File: config.mk
export PLATFORM = sky130hd
export DESIGN_NAME = legv8_control_unit
export DESIGN_NICKNAME = d
export VERILOG_FILES = /design/src/rtl/legv8_control_unit.sv
export SDC_FILE = /design/constraint.sdc
export NUM_CORES = 1
export LEC_CHECK = 0
export ABC_AREA = 1
export CORE_MARGIN = 4
export CORE_UTILIZATION = 55
export DETAILED_ROUTE_END_ITERATION = 10
export GPL_TIMING_DRIVEN = 0
export HOLD_SLACK_MARGIN = 0.1
export PLACE_DENSITY = 0.92
export SLEW_MARGIN = 20
export SYNTH_ARGS = -nofsm -noshare
export SYNTH_HDL_FRONTEND = slang
export SYNTH_SLANG_ARGS = --single-unit
File: constraint.sdc
create_clock -name clock -period 4.3 [get_ports clock]
set_input_delay 0.43 -clock clock [delete_from_list [all_inputs] [get_ports clock]]
set_output_delay 0.43 -clock clock [all_outputs]
set_load 0.05 [all_outputs]
File: src/rtl/legv8_control_unit.sv
// Multi-cycle LEGv8 sequencer: fetch over req/ack, decode, drive the datapath control word, own the PC.
// Optional memory-wait timeout enabled by defining CU_MEM_TIMEOUT_EN.
module legv8_control_unit #(
  parameter logic [31:0] RESET_PC    = 32'h0000_0000,
  parameter int unsigned MEM_TIMEOUT = 16,
  parameter logic [4:0]  FS_ADD      = 5'b01000,
  parameter logic [4:0]  FS_SUB      = 5'b01001,
  parameter logic [4:0]  FS_AND      = 5'b00000,
  parameter logic [4:0]  FS_ORR      = 5'b00100
) (
  input  logic        clock,
  input  logic        reset,
  output logic [31:0] instr_addr,
  input  logic [31:0] instr_rdata,
  output logic        mem_req,
  output logic        mem_we,
  input  logic        mem_ack,
  input  logic [3:0]  status,
  output logic [4:0]  DA,
  output logic [4:0]  SA,
  output logic [4:0]  SB,
  output logic        W,
  output logic [4:0]  FS,
  output logic        C0,
  output logic        B_sel,
  output logic [63:0] constant,
  output logic        EN_ALU,
  output logic        EN_B,
  output logic        EN_ADDR_ALU,
  output logic        halted,
  output logic        fault
);

  typedef enum logic [2:0] {StFetch, StDecode, StExec, StMem, StHalt} state_e;
  typedef enum logic [2:0] {OpBad, OpR, OpI, OpB, OpCbz, OpLdur, OpStur} op_e;

  state_e      state;
  logic [31:0] pc;
  logic [31:0] ir;
  op_e         op;
  logic [4:0]  fs_sel;
  logic        tmo_hit;

  logic [4:0]  rd, rn, rm;
  logic [63:0] imm_i, imm_d;
  logic [31:0] off_b, off_cbz;

  assign rd      = ir[4:0];
  assign rn      = ir[9:5];
  assign rm      = ir[20:16];
  assign imm_i   = {52'd0, ir[21:10]};
  assign imm_d   = {{55{ir[20]}}, ir[20:12]};
  assign off_b   = {{4{ir[25]}}, ir[25:0], 2'b00};
  assign off_cbz = {{11{ir[23]}}, ir[23:5], 2'b00};

  assign instr_addr = pc;
  assign halted     = (state == StHalt);

  logic unused_status;
  assign unused_status = ^status[3:1];

  always_comb begin
    op     = OpBad;
    fs_sel = FS_ADD;
    if (ir[31:21] == 11'b10001011000) begin
      op = OpR;
    end else if (ir[31:21] == 11'b11001011000) begin
      op     = OpR;
      fs_sel = FS_SUB;
    end else if (ir[31:21] == 11'b10001010000) begin
      op     = OpR;
      fs_sel = FS_AND;
    end else if (ir[31:21] == 11'b10101010000) begin
      op     = OpR;
      fs_sel = FS_ORR;
    end else if (ir[31:22] == 10'b1001000100) begin
      op = OpI;
    end else if (ir[31:22] == 10'b1101000100) begin
      op     = OpI;
      fs_sel = FS_SUB;
    end else if (ir[31:21] == 11'b11111000010) begin
      op = OpLdur;
    end else if (ir[31:21] == 11'b11111000000) begin
      op = OpStur;
    end else if (ir[31:24] == 8'b10110100) begin
      op = OpCbz;
    end else if (ir[31:26] == 6'b000101) begin
      op = OpB;
    end
  end

`ifdef CU_MEM_TIMEOUT_EN
  localparam int unsigned CntW = $clog2(MEM_TIMEOUT + 1);
  logic [CntW-1:0] tmo_cnt;
  logic            fault_q;
  logic            waiting;

  assign waiting = (state == StFetch || state == StMem) && !mem_ack;
  assign tmo_hit = waiting && (tmo_cnt == CntW'(MEM_TIMEOUT - 1));
  assign fault   = fault_q;

  always_ff @(posedge clock or negedge reset) begin
    if (!reset) begin
      tmo_cnt <= '0;
      fault_q <= 1'b0;
    end else begin
      tmo_cnt <= (waiting && !tmo_hit) ? tmo_cnt + 1'b1 : '0;
      if (tmo_hit) fault_q <= 1'b1;
    end
  end
`else
  logic unused_cfg;
  assign unused_cfg = (MEM_TIMEOUT == 0);
  assign tmo_hit    = 1'b0;
  assign fault      = 1'b0;
`endif

  always_ff @(posedge clock or negedge reset) begin
    if (!reset) begin
      state <= StFetch;
      pc    <= RESET_PC;
      ir    <= '0;
    end else if (tmo_hit) begin
      state <= StHalt;
    end else begin
      unique case (state)
        StFetch: begin
          if (mem_ack) begin
            ir    <= instr_rdata;
            state <= StDecode;
          end
        end
        StDecode: begin
          if (op == OpBad)                        state <= StHalt;
          else if (op == OpLdur || op == OpStur)  state <= StMem;
          else                                    state <= StExec;
        end
        StExec: begin
          state <= StFetch;
          if (op == OpB)                        pc <= pc + off_b;
          else if (op == OpCbz && status[0])    pc <= pc + off_cbz;
          else                                  pc <= pc + 32'd4;
        end
        StMem: begin
          if (mem_ack) begin
            pc    <= pc + 32'd4;
            state <= StFetch;
          end
        end
        StHalt:  state <= StHalt;
        default: state <= StHalt;
      endcase
    end
  end

  always_comb begin
    mem_req     = 1'b0;
    mem_we      = 1'b0;
    DA          = 5'd0;
    SA          = 5'd0;
    SB          = 5'd0;
    W           = 1'b0;
    FS          = FS_AND;
    B_sel       = 1'b0;
    constant    = 64'd0;
    EN_ALU      = 1'b0;
    EN_B        = 1'b0;
    EN_ADDR_ALU = 1'b0;
    unique case (state)
      StFetch: mem_req = 1'b1;
      StExec: begin
        case (op)
          OpR: begin
            SA     = rn;
            SB     = rm;
            FS     = fs_sel;
            EN_ALU = 1'b1;
            DA     = rd;
            W      = 1'b1;
          end
          OpI: begin
            SA       = rn;
            B_sel    = 1'b1;
            constant = imm_i;
            FS       = fs_sel;
            EN_ALU   = 1'b1;
            DA       = rd;
            W        = 1'b1;
          end
          OpCbz: begin
            SA    = rd;
            B_sel = 1'b1;
            FS    = FS_ADD;
          end
          default: ;
        endcase
      end
      StMem: begin
        SA          = rn;
        B_sel       = 1'b1;
        constant    = imm_d;
        FS          = FS_ADD;
        EN_ADDR_ALU = 1'b1;
        mem_req     = 1'b1;
        if (op == OpStur) begin
          mem_we = 1'b1;
          SB     = rd;
          EN_B   = 1'b1;
        end else begin
          DA = rd;
          W  = mem_ack;
        end
      end
      default: ;
    endcase
    if (DA == 5'd31) W = 1'b0;
    C0 = (FS == FS_SUB);
    // Async reset must silence the memory port in the same cycle it is applied.
    if (!reset) begin
      mem_req = 1'b0;
      mem_we  = 1'b0;
    end
  end

endmodule
---- Word-level counts from Yosys, hierarchy flattened ----
Index checks and enable logic that the tools add are counted.
storage, ports and cells
  register bits after elaboration ......... 67
  bits in read-only memories .............. 0
  memory bits (writable) .................. 0
  bits in latches ......................... 0
  output and inout port bits .............. 126
  memories ................................ 0
  logic and storage cells ................. 91
  input bits .............................. 39
operators by class
  multiplexer cells ....................... 50
  shifts and indexed selects .............. 0
  eq/ne operators ......................... 24
  magnitude comparators ................... 0
  bitwise gates (word level) .............. 0
  reduce and logical (&&, ||, !) cells .... 11
  multiply operators ...................... 0
  add/sub/neg operators ................... 3
  divide/modulo/power cells ............... 0
operators with widths
  operator                                       count
  one-hot mux 64 bit (2 select lines)            1
  two-way mux 32 bit                             3
  == test 11 bit, second input constant          6
  adder 32 bit                                   2
  one-hot mux 32 bit (2 select lines)            1
  one-hot mux 5 bit (2 select lines)             6
  two-way mux 3 bit                              12
  two-way mux 5 bit                              7
  adder 32 x 3 -> 32 bit, second input constant  1
  == test 10 bit, second input constant          2
  two-way mux 1 bit                              14
  == test 3 x 2 -> 1 bit, second input constant  4
  == test 3 bit, second input constant           4
  two-way mux 12 bit                             1
  one-hot mux 3 bit (4 select lines)             1
  == test 8 bit, second input constant           1
  == test 3 x 1 -> 1 bit, second input constant  2
  == test 6 x 3 -> 1 bit, second input constant  1
  zero test 3 bit                                2
  AND reduction 2 bit                            3
  OR reduction 2 bit                             3
  == test 5 x 4 -> 1 bit, second input constant  1
  == test 5 bit, second input constant           1
  two-way mux 4 bit                              1
  other kinds (6)                                8

---- Longest topological paths before layout ----
  word-level depth ........................ 17
  depth in mapped cells ................... 17
  gate-level depth less buffers ........... 17

---- Worst setup path after synthesis ----
Ideal clock, no wire load.
  path kind ............................... flip-flop to output port
  start ................................... reg state[2]
  end ..................................... out constant[10]
  buffers on the path ..................... 1
  stages on the path, launching flop included .. 9
  required time ........................... 3.870 ns
  setup slack ............................. -0.556 ns
  arrival ................................. 4.426 ns
  path through ............................ dfrtp_1 > inv_2 > nand2_1 > nor2_1 > inv_2 > clkbuf_1 > nor2_1 > inv_1 > o21ai_0
on the way
  longest elaborated chain between the ends .. 2
  elaborated cells between the ends (all ways) .. 3
  those cells by class .................... eq/ne: 2; mux: 1
ends and longest elaborated chain
  what                                     RTL line  source
  start, declared                          37        state_e state;
  start signal, assigned                   120       state <= StFetch;
  start signal, assigned                   124       state <= StHalt;
  start signal, assigned                   130       state <= StDecode;
  == test 3 x 2 -> 1 bit                   169       unique case (state)
  one-hot mux 64 bit (2 select lines) (*)  169
  end, declared                            26        output logic [63:0] constant,
Every way passes the cells marked *; elsewhere a longest branch is shown, timed or not.

---- Worst setup path in the final report ----
  start ................................... reg state[2]
  end ..................................... out constant[50]
Same word-level chain as after synthesis.

==> out/results.ini <==
[run_status]
outcome=complete, no violations

[finish]
syn_to_final_growth_pct=24.0
diodes=0
final_cell_mix=nand2_1, inv_1, clkdlybuf4s50_1
nNetsFinal=1893
final_common_cell=nand2_1
n_fill_cell=1560
layout.cells.non_filler=2019
layout-drive-gt1-share_pct=7.00
postLayoutCellArea_sq_um=11400

[logic_synthesis]
synth_top_area_cell=nand2_1
synth_area_leaders=nand2_1, dfrtp_1, inv_1
syn-cell-area_sq_um=9220
synth_edf_count=0
ys_types=45
syn_avg_cell_area_sq_um=5.70
synthFlopType=dfrtp_1
ys_async_sr_fraction_pct=100
seq_area_frac_synth_pct=17.6
yosysWarnings=0
ys_seq_elements=65
postSynthCellCount=1619
synth_top_area_share_pct=22.2

[sta]
setup_viol=0
tightest_slew_ps=1090
min_period_ps=4180
skew_ps=9.50
rsz0062_at_grt=false
relSlewSlack_pct=26.5
drv_slew=0
fin_tns_setup_ps=0
fmax_ghz=0.239
finalHoldViolCount=0
period_share_pct=97.2

[global_routing]
grt_usage_pct=39.6
grt_pass1_vias=10606
grt_max_degree=44
antenna_found_initial=0
grt_pass1_wl_mm=57.1
grt_overflow=0

[routing]
wire_per_inst_microns=18.6
wirelength_mm=37.6
num_vias=11462
drc=0
viasPerCell=5.68
drtAntennaViolNets=0
drt_pre_antenna_iters=6
drt_iter0_markers=1320

[critical_path]
worstPathRequired_ps=3870
reg2reg_slack_ps=1140
cp-end-kind=primary output
setup.worst_path.start_class=flop
cp_max_fo=29
r2r_start=instr_addr[3]
ff2ff_path_depth=14
arrival_ps=3750
crit_path_start=state[2]
criticalPathCategory=flop to primary output
r2r-end=instr_addr[30]

[floorplanning]
io_pins=165
dieArea_sq_um=18900
fp.dieW_microns=138
fp.coreArea_sq_um=16500
start_util_pct=55.8
die_h_microns=138
fp-row-count=47

[clock_network]
cts_root_buffer=clkbuf_16
clkTransAtPathRegs_ps=60
cts_sinks=65
clk_path_buf_depth=2
worstSkewPairLatency_ps=350
postCtsSetupBuffers=0
numCtsBuffers=9
tritoncts=built
cts_htree_levels=3

[place]
placed_cells=2001
place_area_sq_um=11100
io_buffer_count=156
gp_congestion=1.08
dp_hpwl_mm=30.5

[worst_hold_path]
min_path_type=input port to async pin

[power]
ir_drop_mv=0.367
cellPowerDensity_nw_per_um2=485
p_leak_uw=0.00606

[job]
max_cap_viol_count=0

-- timing repair --
action / in CTS / in global routing
pin swaps: 0 / 1
cloned: 0 / 1
hold buffers: 1 / 0
resized for setup: 1 / 0
setup endpoints to repair: 37 / 32
hold endpoints to repair: 23 / 0
-- worst max-delay path, cell delays in order, from the launching register on --
cell             delay, ps
dfrtp_1                400
inv_2                   80
nand2_1                100
nor2_2                 490
inv_2                  230
clkbuf_1               450
nor2_4                 490
buf_16                 220
buf_4                  120
clkdlybuf4s50_1        810
-- cell type report --
type,instances,area [sq um],area share (%)
flip-flops and latches,65,1630,14.2
repair buffers,159,1620,14.2
inverters,258,968,8.47
plain buffers,84,563,4.92
clock buffers,10,239,2.09
clock inverters,6,42.5,0.372
multi-input cells,1217,6100,53.3
well taps,220,275,2.41
-- cell usage after synthesis, drive strengths merged, types with 4 or more instances --
library cell  instances
a21oi                73
and2                  6
buf                  73
clkbuf               11
dfrtp                65
ha                   58
inv                 258
mux2                  6
nand2               546
nand3               144
nand3b               11
nand4                27
nor2                135
nor3                 30
nor4                  4
o211ai                9
o21ai                79
o21bai               11
o22ai                 8
o32ai                 6
or2                  13
xnor2                 7
xor2                 19
-- state kept, by name, summed over array words and instances (netlist names) --
name	count
ir	32
instr_addr	30
state	3
-- per-stage QoR --
step,hold slack (ps),worst slack [ps],power [uW],util [%]
finish,540,121,5540,69.2
global route,568,50.9,5950,69.2
CTS,537,117,5420,69.2
detailed placement,370,249,4690,67.4
global placement,500,-683,4600,67.0
floorplan,134,403,3580,-
-- power breakdown --
group	leakage, uW	switching, uW	total (uW)	internal, uW
Sequential	0.000805	453	1250	794
Combinational	0.00512	2420	3580	1160
Clock	0.000135	313	720	407
Total	0.00606	3180	5540	2360
-- per-layer routing --
layer	part of all wire (%)	GRT usage, %	up-vias
met5	0	0	-
met4	6.2	21.7	0
met3	11	7.93	156
met2	43	62.8	704
met1	39	50.5	5109
li1	-	-	5493
-- cells by family after synthesis --
family | share of synthesized area (%)
multiplexers | 0.732
AND/OR/NAND/NOR | 41.9
XOR/XNOR | 2.47
adder cells (fa/ha/maj) | 8.30
buffers and inverters | 16.6
flip-flops | 17.6
other | 0.0407
AO/OA/AOI/OAI | 12.4
-- how the worst max path moves through the flow --
stage / slack, ps / cells after the start / to
finish: 120 / 9 / constant[50]
global route: 50 / 9 / constant[11]
CTS: 120 / 9 / constant[50]
detailed placement: 250 / 9 / constant[50]
global placement: -680 / 4 / mem_req
floorplan: 400 / 8 / constant[10]
Power figures use the tool's default switching activity.
